<file path="src/rtl/module_reg_f_pkg.sv">
// Shared datapath definitions: data width, register bus-select codes and
// the control-unit opcode set that drives the BusOut select lines.
package module_reg_f_pkg;

    localparam int DATA_W = 8;

    typedef logic [DATA_W-1:0] data_t;

    // Bus-select codes placed on BusOut by the control unit; one per datapath register
    typedef enum logic [7:0] {
        BUS_NONE  = 8'd0,
        BUS_PC    = 8'd10,
        BUS_IR    = 8'd11,
        BUS_ACC   = 8'd12,
        BUS_REG_B = 8'd16,
        BUS_REG_C = 8'd17,
        BUS_REG_D = 8'd18,
        BUS_REG_E = 8'd19,
        BUS_REG_F = 8'd20,
        BUS_REG_G = 8'd21,
        BUS_REG_H = 8'd22,
        BUS_MDR   = 8'd23,
        BUS_MAR   = 8'd24
    } bus_id_e;

    localparam logic [7:0] REG_F_ID = 8'd20;

    typedef enum logic [3:0] {
        OP_NOP  = 4'h0,
        OP_LOAD = 4'h1,
        OP_STORE= 4'h2,
        OP_MOV  = 4'h3,
        OP_ADD  = 4'h4,
        OP_SUB  = 4'h5,
        OP_INC  = 4'h6,
        OP_JMP  = 4'h7,
        OP_JZ   = 4'h8,
        OP_JNZ  = 4'h9,
        OP_HALT = 4'hF
    } ctrl_op_e;

    function automatic logic isSelected(input logic wen,
                                        input logic [7:0] busOut,
                                        input logic [7:0] regId);
        return wen && (busOut == regId);
    endfunction

endpackage

</file>
<file path="src/rtl/module_reg_f_if.sv">
// Register-file write path and readback bundle between the control unit
// (master) and an addressable datapath register (slave).
interface module_reg_f_if
    import module_reg_f_pkg::*;
    ();

    logic       wen;
    logic [7:0] busOut;
    logic       inc;
    data_t      din;
    data_t      dout;
    logic       z;

    modport master (
        output wen,
        output busOut,
        output inc,
        output din,
        input  dout,
        input  z
    );

    modport slave (
        input  wen,
        input  busOut,
        input  inc,
        input  din,
        output dout,
        output z
    );

endinterface

</file>
<file path="src/rtl/module_reg_f_inc8.sv">
// Plain modulo-2^W incrementer, kept separate so the PC can reuse it.
module module_reg_f_inc8 #(
    parameter int W = 8
) (
    input  logic [W-1:0] i_a,
    output logic [W-1:0] o_sum
);

    // Carry out of the top bit is dropped, giving natural wrap to zero
    assign o_sum = i_a + {{(W-1){1'b0}}, 1'b1};

endmodule

</file>
<file path="src/rtl/module_reg_f.sv">
// Addressable 8-bit general register with self-increment and zero flag.
// A bus write addressed to REG_ID beats an increment; reset clears at once.
module module_reg_f
    import module_reg_f_pkg::*;
#(
    parameter logic [7:0] REG_ID = REG_F_ID
) (
    input  logic          i_clk,
    input  logic          i_rst_n,
    module_reg_f_if.slave bus
);

    data_t r_data;
    data_t w_incValue;
    logic  w_sel;

    assign w_sel = isSelected(bus.wen, bus.busOut, REG_ID);

    module_reg_f_inc8 #(
        .W (DATA_W)
    ) u_inc8 (
        .i_a   (r_data),
        .o_sum (w_incValue)
    );

    always_ff @(posedge i_clk or negedge i_rst_n) begin
        if (!i_rst_n) begin
            r_data <= '0;
        end else if (w_sel) begin
            r_data <= bus.din;
        end else if (bus.inc) begin
            r_data <= w_incValue;
        end
    end

    assign bus.dout = r_data;
    assign bus.z    = (r_data == '0);

endmodule

</file>
<file path="src/flat_wrapper.sv">
// flat-port wrapper written by rule: the top's interface ports become plain ports
module module_reg_f_flat import module_reg_f_pkg::*;
#(
    parameter logic [7:0] REG_ID = REG_F_ID
)
  (i_clk, i_rst_n, bus_wen, bus_busOut, bus_inc, bus_din, bus_dout, bus_z);
  module_reg_f_if bus_i ();
  input  logic i_clk;
  input  logic i_rst_n;
  input wire logic [$bits(bus_i.wen)-1:0] bus_wen;
  input wire logic [$bits(bus_i.busOut)-1:0] bus_busOut;
  input wire logic [$bits(bus_i.inc)-1:0] bus_inc;
  input wire logic [$bits(bus_i.din)-1:0] bus_din;
  output wire logic [$bits(bus_i.dout)-1:0] bus_dout;
  output wire logic [$bits(bus_i.z)-1:0] bus_z;
  assign bus_i.wen = bus_wen;
  assign bus_i.busOut = bus_busOut;
  assign bus_i.inc = bus_inc;
  assign bus_i.din = bus_din;
  assign bus_dout = bus_i.dout;
  assign bus_z = bus_i.z;
  module_reg_f #(.REG_ID(REG_ID)) u_core (.i_clk(i_clk), .i_rst_n(i_rst_n), .bus(bus_i));
endmodule
</file>
<file path="config.mk">
export PLATFORM = sky130hd
export DESIGN_NAME = module_reg_f_flat
export DESIGN_NICKNAME = d
export VERILOG_FILES = /design/src/rtl/module_reg_f_pkg.sv /design/src/rtl/module_reg_f_if.sv /design/src/rtl/module_reg_f_inc8.sv /design/src/rtl/module_reg_f.sv /design/src/flat_wrapper.sv
export SDC_FILE = /design/constraint.sdc
export NUM_CORES = 1
export LEC_CHECK = 0
export CORE_AREA = 2 2 44 46
export DETAILED_ROUTE_END_ITERATION = 8
export DIE_AREA = 0 0 46 48
export GPL_ROUTABILITY_DRIVEN = 1
export HOLD_SLACK_MARGIN = 0.05
export PLACE_DENSITY = 0.67
export SYNTH_ARGS = -nofsm -noshare
export SYNTH_HDL_FRONTEND = slang
export SYNTH_SLANG_ARGS = --single-unit
</file>
<file path="constraint.sdc">
create_clock -name i_clk -period 1.52 [get_ports i_clk]
set_input_delay 0.304 -clock i_clk [delete_from_list [all_inputs] [get_ports i_clk]]
set_output_delay 0.304 -clock i_clk [all_outputs]
set_load 0.05 [all_outputs]
</file>
Word-level counts from Yosys, hierarchy flattened
Cells that the tools add are included.
- register bits: 8
- latch bits: 0
- bits in writable memories: 0
- ROM bits: 0
- output and inout port bits: 9
- logic and storage cells: 8
- memories: 0
- add/sub/neg operators: 1
- $mul: 0
- divide/modulo/power cells: 0
- magnitude comparators: 0
- eq/ne operators: 1
- shifts and indexed selects: 0
- mux-type cells: 2
- bitwise logic cells: 0
- reductions and logical operators: 3
- operators with widths (operator ; number):
    8-bit two-way mux ; 2
    8-bit by 1-bit adder with 8-bit output (second input constant) ; 1
    8-bit by 5-bit equality test with 1-bit output (second input constant) ; 1
    8-bit zero test ; 1
    2-bit nonzero test ; 1
    1-bit logical AND ; 1

Depth between registers and ports, before layout
- depth after elaboration: 3
- gate-level depth with buffers: 4
- depth with buffers taken out: 4

Modules after synthesis
Synthesis repeated with hierarchy kept, for this count alone.
- cell total of the unflattened synthesis: 47
- area total of the unflattened synthesis: 573.0 µm²
- by module, submodules not included (module ; instances ; cells an instance ; area an instance (µm²) ; seq. area each (µm²)):
    module_reg_f ; 1 ; 31 ; 456.7 ; 200.2
    module_reg_f_inc8 ; 1 ; 16 ; 116.4 ; 0.0

Worst setup path before layout
OpenSTA, ideal clock, no wires.
- path type: register to output
- from: register u_core.r_data[0] (netlist: u_core.bus.dout[0])
- to: output bus_z
- arrival: 2874 ps
- data required time: 1216 ps
- slack: -1658 ps
- stages on the path, launching flop included: 5
- cell sequence: dfrtp_1 > inv_1 > ha_1 > or4b_2 > nor4_1
- cells in the longest elaborated chain, start to end: 1
- RTL lines (item ; line ; text):
    start: declaration ; module_reg_f.sv:13 ; data_t r_data;
    start signal: assignment ; module_reg_f.sv:30 ; r_data <= bus.din;
    start signal: assignment ; module_reg_f.sv:32 ; r_data <= w_incValue;
    8-bit zero test ; module_reg_f.sv:37 ; assign bus.z = (r_data == '0);
    end: declaration ; flat_wrapper.sv:15 ; output wire logic [$bits(bus_i.z)-1:0] bus_z;
No other way between the ends.

Worst setup path after layout
Same ends and word-level chain as after synthesis.

==> metrics.md <==
| Metric | Value |
|---|---|
| CP top delay family | simple AND/OR/NAND/NOR gates |
| Grt met3 use | about 3.4% |
| Clock Skew | about 4.1 ps |
| Initial Util | about a third |
| Commonest cells after routing, fill and taps aside | 14 x buf_4, 13 x clkdlybuf4s50_1, 9 x buf_12 |
| Commonest non-fill, non-tap cell in the layout | buf_4 |
| Fin worst setup slack | -501 ps |
| Sequential share of the synthesized area | ~37% |
| Pwr Total | between 2 and 2.5 mW |
| Slew Limit Headroom | about three quarters |
| Share of post-route cells with drive strength above 1 | between 40% and 50% |
| Vias per inst | between 5 and 6 |
| Worst vdd ir | slightly above 0.0009 V |
| Synthesized area | between 500 and 600 um2 |
| Die Y-Extent | about 48 um |
| Routed Antenna Nets | 0 |
| Most common flop cell mapped by yosys | dfrtp_1 |
| Power density over the cells | 1860 mW/mm2 |
| Post-synth EDFFs | 0 |
| Met2 Use GR | a little over a quarter |
| Flops & latches, synth | 8 |
| Worst Path Buf+Inv | 2 |
| FILL cells | 129 |
| Most used routing layer | met2 |
| Worst skew pair latency | roughly 260 ps |
| Area of the multi-input gates | 365 um2 |
| Post-synth top area share | roughly 37% |
| Lkg Pwr | 0.487 nW |
| Peak Freq | just under 500 MHz |
| Power share of the clock group | slightly above 8% |
| Sw Share | ~43% |
| # placed instances | ~110 |
| 1st-iter DRT viols | 11 |
| Deepest clock path buffer count | 2 |
| Post-synthesis area per instance | around 10 um2 |
| Dpl hpwl | 1320 um |
| Cell-internal power | approximately 1.2 mW |
| Total CTS buffers | 3 |
| CP max FO | 2 |
| Sequential cell area | 205 um2 |
| IO Pins | 29 |
| Cell taking the most area after synthesis | dfrtp_1 |
| Final wirelength | between 1500 and 2000 um |
| CP max stage delay | between 400 and 500 ps |
| Startpoint Class | flop |
| Worst-margin pin slew | about 400 ps |
| Antenna Cells | 0 |
| Max FFs per register | 8 |
| Setup_tns | -501 ps |
| Total die area | between 0.002 and 0.0025 mm2 |
| Critical-path top delay cell | or4b_4 |
| Endpoints failing setup | 1 |
| Post-synthesis cell type count | 23 |
| Max Slew Vio Count | 0 |
| Worst Setup End Kind | primary output |
| Unrepaired setup endpoints after global routing | true |
| Input/output buffers | 28 |
| MaxCap Viol Count | 0 |
| Wire per inst | about 15 um |
| Reg clk slew, reported paths | 60 ps |
| Num rows | 15 |
| WP data required | 1220 ps |
| Hold Fails Final Rpt | 0 |
| Placer congestion estimate | ~0.77 |
| Post-synth ARST share | 100% |
| Status | complete, but fails checks |
| Final period utilization | 133% |
| CORE AREA | between 0.0015 and 0.002 mm2 |
| Final-stage net count | 119 |
| H-tree Lvls | 1 |
| Top post-synthesis cells by area | dfrtp_1 37%, mux2_4 11%, nor4_1 5.9% |
| Total GRT Usage | between 10% and 20% |
| Worst EP arrival | ~1700 ps |
| Area Overhead vs Synth | 108% |
| Vias in the first global route | ~540 |
| Largest net degree at the start of global routing | 9 |
| Crit Path Category | reg -> out |
| Global-route wire length before repair | about 2400 um |
| Finished Cell Area | about 0.0011 mm2 |
| Cells after Synth | between 50 and 60 |
| Die width | about 46 um |
| Combinational power share | a little over two thirds |
| CTS tree | done |
| Synthesized Nets | 73 |
| Sequence of cells on the critical path | inv_2 -> ha_1 -> or4b_4 -> nor4_4 -> buf_12 |
| CTS Root Cell | clkbuf_4 |
| Fin cells | 112 |
| Min Tclk post-route | 2020 ps |
| Ys Warns | 0 |
| DR pass1 iterations | 4 |
| GRT overflow | 0 |
| Met1 global-route usage | 20.3% |
| Residual DRC | 0 |
| Reg power frac | between 20% and 30% |
| Net Switching | 900 uW |
| Failing checks | negative setup slack |
| Initial antenna violation count | 0 |
| CTS Sinks | 8 |
| Hold Path Class | in -> async |
| Vias | between 500 and 600 |
| Post-DP Area | roughly 0.0010 mm2 |
==> metal layers <==
| metal | part of all wire, % | wire [um] | vias up |
|---|---|---|---|
| met5 | 0 | 0 | - |
| met3 | 4.1 | 70 | 4 |
| li1 | - | - | 286 |
| met4 | 1.5 | 26 | 0 |
| met2 | 51 | 874 | 30 |
| met1 | 43 | 740 | 278 |
==> power groups by stage <==
stage               clock [mW]  combinational, mW  sequential, mW
floorplan                    0              0.321           0.793
global placement             0               1.37           0.436
detailed placement           0               1.39           0.438
CTS                      0.167               1.39           0.439
global route             0.176               1.54           0.461
finish                   0.168               1.46           0.443
==> path summary, 6_finish.rpt <==
check / startpoint / to / slack (ps) / cells past startpoint
min in group i_clk: bus_busOut[7] / u_core.bus.dout[1] / 600 / 5
min: i_rst_n / u_core.bus.dout[6] / 340 / 1
min reg2reg: u_core.bus.dout[4] / u_core.bus.dout[6] / 720 / 3
max reg2reg: u_core.bus.dout[0] / u_core.bus.dout[7] / 20 / 5
max: u_core.bus.dout[0] / bus_z / -500 / 5
max in group asynchronous: i_rst_n / u_core.bus.dout[0] / 870 / 1
==> worst reg2reg max path: stages (launching register included) <==
cell and delay (ps):
dfrtp_2 380, buf_4 110, buf_6 100, nand3_1 120, or4_1 520, a31oi_2 200
==> metrics by stage <==
step	worst slack [ps]	hold WS (ps)	util (%)
floorplan	-585	8.41	-
global placement	-463	600	61.1
detailed placement	-486	616	61.1
CTS	-503	344	62.5
global route	-554	362	65.9
finish	-501	338	65.9
==> Yosys cell counts (2+ instances only) <==
library cell  number
xnor2_1            3
nand3_1            3
a31oi_1            3
nand2_1            3
dfrtp_1            8
o21ai_0            2
or3_1              3
inv_1              2
ha_1               2
mux2_4             4
nand4_1            2
nor4_1             5
==> final cells by class <==
| class | instances | share of cell area (%) |
|---|---|---|
| Timing Repair Buffer | 43 | 44.1 |
| Multi-Input combinational cell | 39 | 32.8 |
| Sequential cell | 8 | 18.4 |
| Clock buffer | 3 | 2.02 |
| Tap cell | 17 | 1.91 |
| Inverter | 2 | 0.675 |
==> repair_timing <==
action | 4_1_cts | 5_1_grt
hold buffers | 0 | 0
resized for setup | 4 | 8
pin swaps | 3 | 5
endpoints found under the setup margin | 9 | 8
setup buffers | 0 | 2
==> kinds of logic after synthesis <==
group           synth area share [%]
compound gates                  7.73
xor+xnor                        6.56
buf+inv                         4.22
fa+ha+maj                       4.68
mux                             13.1
flops                           37.5
simple gates                    26.2
Power figures use the tool's default switching activity.
